### src/rtl/mac_dot_seq.sv
// Dot-product sequencer for an external combinational MAC: streams (g,e) pairs into the MAC,
// keeps the running sum in a feedback register and emits one result per LEN accepted pairs.
module mac_dot_seq #(
  parameter int N     = 8,
  parameter int LEN   = 4,
  parameter int CNT_W = 16
) (
  input  logic             clk,
  input  logic             rst,
  input  logic             flush,
  input  logic             in_valid,
  output logic             in_ready,
  input  logic [N-1:0]     g_in,
  input  logic [N-1:0]     e_in,
  output logic [N-1:0]     mac_a,
  output logic [N-1:0]     mac_x,
  output logic [N-1:0]     mac_y0,
  input  logic [N-1:0]     mac_y,
  output logic             out_valid,
  input  logic             out_ready,
  output logic [N-1:0]     out_data,
  output logic [CNT_W-1:0] beat_idx
);

  typedef enum logic {ACC, HOLD} state_e;

  localparam logic [CNT_W-1:0] LAST = CNT_W'(LEN - 1);

  state_e           state_q, state_d;
  logic [N-1:0]     acc_q, acc_d;
  logic [N-1:0]     out_data_q, out_data_d;
  logic [CNT_W-1:0] beat_q, beat_d;
  logic             out_valid_q, out_valid_d;
  logic             accept;

  assign in_ready  = (state_q == ACC) && !flush;
  assign accept    = in_valid && in_ready;
  assign mac_a     = g_in;
  assign mac_x     = e_in;
  assign mac_y0    = acc_q;
  assign out_valid = out_valid_q;
  assign out_data  = out_data_q;
  assign beat_idx  = beat_q;

  always_comb begin
    state_d     = state_q;
    acc_d       = acc_q;
    out_data_d  = out_data_q;
    beat_d      = beat_q;
    out_valid_d = out_valid_q;
    if (flush) begin
      // Abort wins over everything, including a pending result.
      state_d     = ACC;
      acc_d       = '0;
      beat_d      = '0;
      out_valid_d = 1'b0;
    end else begin
      unique case (state_q)
        ACC: begin
          if (accept) begin
            if (beat_q == LAST) begin
              out_data_d  = mac_y;
              out_valid_d = 1'b1;
              acc_d       = '0;
              beat_d      = '0;
              state_d     = HOLD;
            end else begin
              acc_d  = mac_y;
              beat_d = beat_q + 1'b1;
            end
          end
        end
        HOLD: begin
          if (out_valid_q && out_ready) begin
            out_valid_d = 1'b0;
            state_d     = ACC;
          end
        end
        default: state_d = ACC;
      endcase
    end
  end

  always_ff @(posedge clk or negedge rst) begin
    if (!rst) begin
      state_q     <= ACC;
      acc_q       <= '0;
      out_data_q  <= '0;
      beat_q      <= '0;
      out_valid_q <= 1'b0;
    end else begin
      state_q     <= state_d;
      acc_q       <= acc_d;
      out_data_q  <= out_data_d;
      beat_q      <= beat_d;
      out_valid_q <= out_valid_d;
    end
  end

endmodule
### config.mk
export PLATFORM = sky130hd
export DESIGN_NAME = mac_dot_seq
export DESIGN_NICKNAME = d
export VERILOG_FILES = /design/src/rtl/mac_dot_seq.sv
export SDC_FILE = /design/constraint.sdc
export NUM_CORES = 1
export LEC_CHECK = 0
export BUFFER_PORTS_ARGS = -buffer_cell sky130_fd_sc_hd__buf_4
export CAP_MARGIN = 20
export CORE_MARGIN = 5
export CORE_UTILIZATION = 51
export DETAILED_ROUTE_END_ITERATION = 12
export GPL_ROUTABILITY_DRIVEN = 0
export PLACE_DENSITY = 0.85
export SKIP_LAST_GASP = 1
export SYNTH_ARGS = -nofsm -noshare
export SYNTH_HDL_FRONTEND = slang
export SYNTH_SLANG_ARGS = --single-unit
### constraint.sdc
create_clock -name clk -period 3.18 [get_ports clk]
set_clock_uncertainty 0.15 [all_clocks]
set_input_delay 0.318 -clock clk [delete_from_list [all_inputs] [get_ports clk]]
set_output_delay 0.318 -clock clk [all_outputs]
set_load 0.005 [all_outputs]
==> summary.txt <==
Critical path
  – Crit path buf inv count: 0
  – Reg2Reg Depth: 5
  – R2r endpoint: beat_idx[0]
  – Crit path launch type: register
  – Worst r2r src: beat_idx[1]
  – Critical Path RT: 3.20 ns
  – Setup CP Type: register to register
  – Crit-path leading delay family: simple AND/OR/NAND/NOR gates
  – Worst Setup End Kind: register
  – Setup slack, reg-to-reg: 0.86 ns
  – Crit path DAT: 2.34 ns
  – Critical-path top delay cell: dfrtp_1
  – Critical Path Max Stage Delay: 0.43 ns
  – Critical-path cell list: ha_1 > nor4b_4 > a41oi_4 > and2_4 > mux2_2
  – Max FO, Critical Path: 26

Outcome
  – Status: complete, no violations

Synthesis
  – YS warnings: 0
  – Synth Register Bits: 34
  – Seq/Total Area, Yosys: 45.76%
  – Synth unique cells: 35
  – Post-synth ARST share: 100.0%
  – Area contributors post-synth: dfrtp_1 46%, a31oi_1 6.7%, buf_4 6.5%
  – Post-synth EDFFs: 0
  – Share of Yosys cell area claimed by the top area cell type: 45.76%
  – Main synth FF type: dfrtp_1
  – Cells after Synth: 165
  – Yosys top cell by area: dfrtp_1
  – Syn Std Cell Area: 1859 sq um
  – Mean Syn Cell Area: 11.27 sq um
  – Synth Net Count: 195

Final layout
  – Non-filler instance count after layout: 244
  – Layout filler cell count: 319
  – Commonest non-fill, non-tap cell in the layout: buf_4
  – Post-route cell area: 2206 sq um
  – Fin util: 61.17%
  – Most frequent cells in the layout: 48 x buf_4, 34 x dfrtp_1, 20 x a31oi_1
  – Antenna Cells: 0
  – Synthesis-to-layout area growth: 18.64%
  – Layout cell share with drive strength beyond 1: 37.24%
  – Post-layout nets: 225

Placement
  – HPWL after DPL: 2.871 mm
  – Placed Instances: 235
  – IO buf count: 46
  – Dpl cell area: 2105 sq um

Detailed routing
  – DR WL/cell: 16.69 microns
  – Vias: 1444
  – DRT iter0 DRCs: 138
  – DR DRC count: 0
  – TritonRoute pass-1 iters: 4
  – Routed wire length: 4.073 mm
  – Antenna Violating Nets Remaining: 0
  – Vias per cell: 5.918

Timing
  – Slew @ Worst Pin: 0.8062 ns
  – RSZ-0062 raised after global routing: no
  – Final slew viol count: 0
  – Period utilisation layout: 73.00%
  – Final hold vios: 0
  – Endpoints failing setup: 0
  – TNS Setup: 0 ns
  – FMAX: 0.4308 GHz
  – Final min period: 2.321 ns
  – Slew HR: 46.05%

Power and ir drop
  – Leakage power: 1.038 nW
  – Peak supply drop: 0.2969 mV
  – Pwr Density: 448.5 nW/um^2

Clock tree
  – H-tree depth: 2
  – Clock sinks: 34
  – Hold_buf cts: 1
  – Clock transition at path regs: 0.07 ns
  – Root Buffer: clkbuf_8
  – Total CTS buffers: 5
  – CTS tree: built
  – Post-CTS Resized: 0
  – Setup bufs post-CTS: 0
  – Clock buffer depth: 2
  – Clock insertion delay at the later pin of the skew report: 0.28 ns

Global route
  – Number of global-route vias before repair: 1386
  – GRT Total Usage: 17.53%
  – First-pass GRT wire length: 6.920 mm
  – GRT overflow: 0
  – Antenna violations before repair: 0
  – Largest net degree at the start of global routing: 35

Die
  – Area of the core: 3606 sq um
  – Initial core utilization: 51.56%
  – Num rows: 22
  – Die height: 70.38 microns
  – IO Pins: 79
  – Die Area: 4953 sq um
  – Die width: 70.38 microns

Min path
  – Hold Path Class: input port to register
  – Min-Delay Path Depth: 2
  – Hold wc startpoint: mac_y[1]
  – Hold Crit Endpoint: mac_y0[1]

Run
  – # Max-Cap Violations: 0
[how the worst max path moves through the flow]
stage	startpoint	to	slack, ns	depth (start not counted)
2_1_floorplan	beat_idx[0]	out_data[0]	1.18	6
3_3_place_gp	beat_idx[0]	beat_idx[0]	1.01	5
3_5_place_dp	beat_idx[0]	beat_idx[0]	0.89	5
4_1_cts	beat_idx[1]	beat_idx[0]	0.88	5
5_1_grt	beat_idx[0]	beat_idx[0]	0.69	5
6_report	beat_idx[1]	beat_idx[0]	0.86	5
[flip-flops by register name, summed over array words and instances (netlist names)]
name       cells
beat_idx      16
state_q        1
out_data       8
out_valid      1
mac_y0         8
[final cells by class]
type	instances	area, sq um	share of cell area, %
clock buffers	7	86.33	3.914
clock inverters	1	5.005	0.2269
inverters	3	11.26	0.5105
multi-input cells	102	822.0	37.27
flip-flops and latches	34	850.8	38.57
well taps	48	60.06	2.723
repair buffers	49	370.4	16.79
[logic make-up (layout without fill, tap and decap cells)]
group / count (synthesis) / count (layout) / share of synthesized area (%)
buffers and inverters: 29 / 60 / 10.03
and+or+nand+nor: 49 / 49 / 18.71
muxes: 9 / 9 / 7.066
DFF: 34 / 34 / 45.76
AOI/OAI and AO/OA: 43 / 43 / 17.77
adders and majority gates: 1 / 1 / 0.6728
[cell usage after synthesis (all sizes together) (2+ instances only)]
master	n
dfrtp	34
a31oi	20
buf	20
a22o	11
mux2	9
nand3b	8
and3	6
clkbuf	6
nand3	6
nor4	6
nand4	5
nor2	4
nor3	4
inv	3
nand2	3
a31o	2
a41oi	2
and4	2
o211ai	2
o21ai	2
[routing by layer]
layer | up-vias | track usage [%] | share of wire, %
li1 | 681 | - | -
met1 | 686 | 24.25 | 44
met2 | 64 | 25.36 | 45
met3 | 13 | 6.475 | 8.7
met4 | 0 | 5.532 | 1.7
met5 | - | 0 | 0
[power breakdown]
part,total (W),internal (W),switching (W)
sequential,0.000502,0.000468,0.0000345
clock,0.000322,0.000174,0.000148
combinational,0.000165,0.000101,0.0000641
total,0.000989,0.000743,0.000246
[through the flow]
stage	setup slack (ns)	hold WS [ns]	total power, W
5_1_grt	0.6896	0.1037	0.001042
4_1_cts	0.8761	0.1083	0.001001
3_5_place_dp	0.8931	0.1365	0.0006748
3_3_place_gp	1.010	0.1309	0.0006714
2_1_floorplan	1.180	-0.1276	0.0006012
6_report	0.8587	0.1136	0.0009893
(Power assumes the default switching activity.)
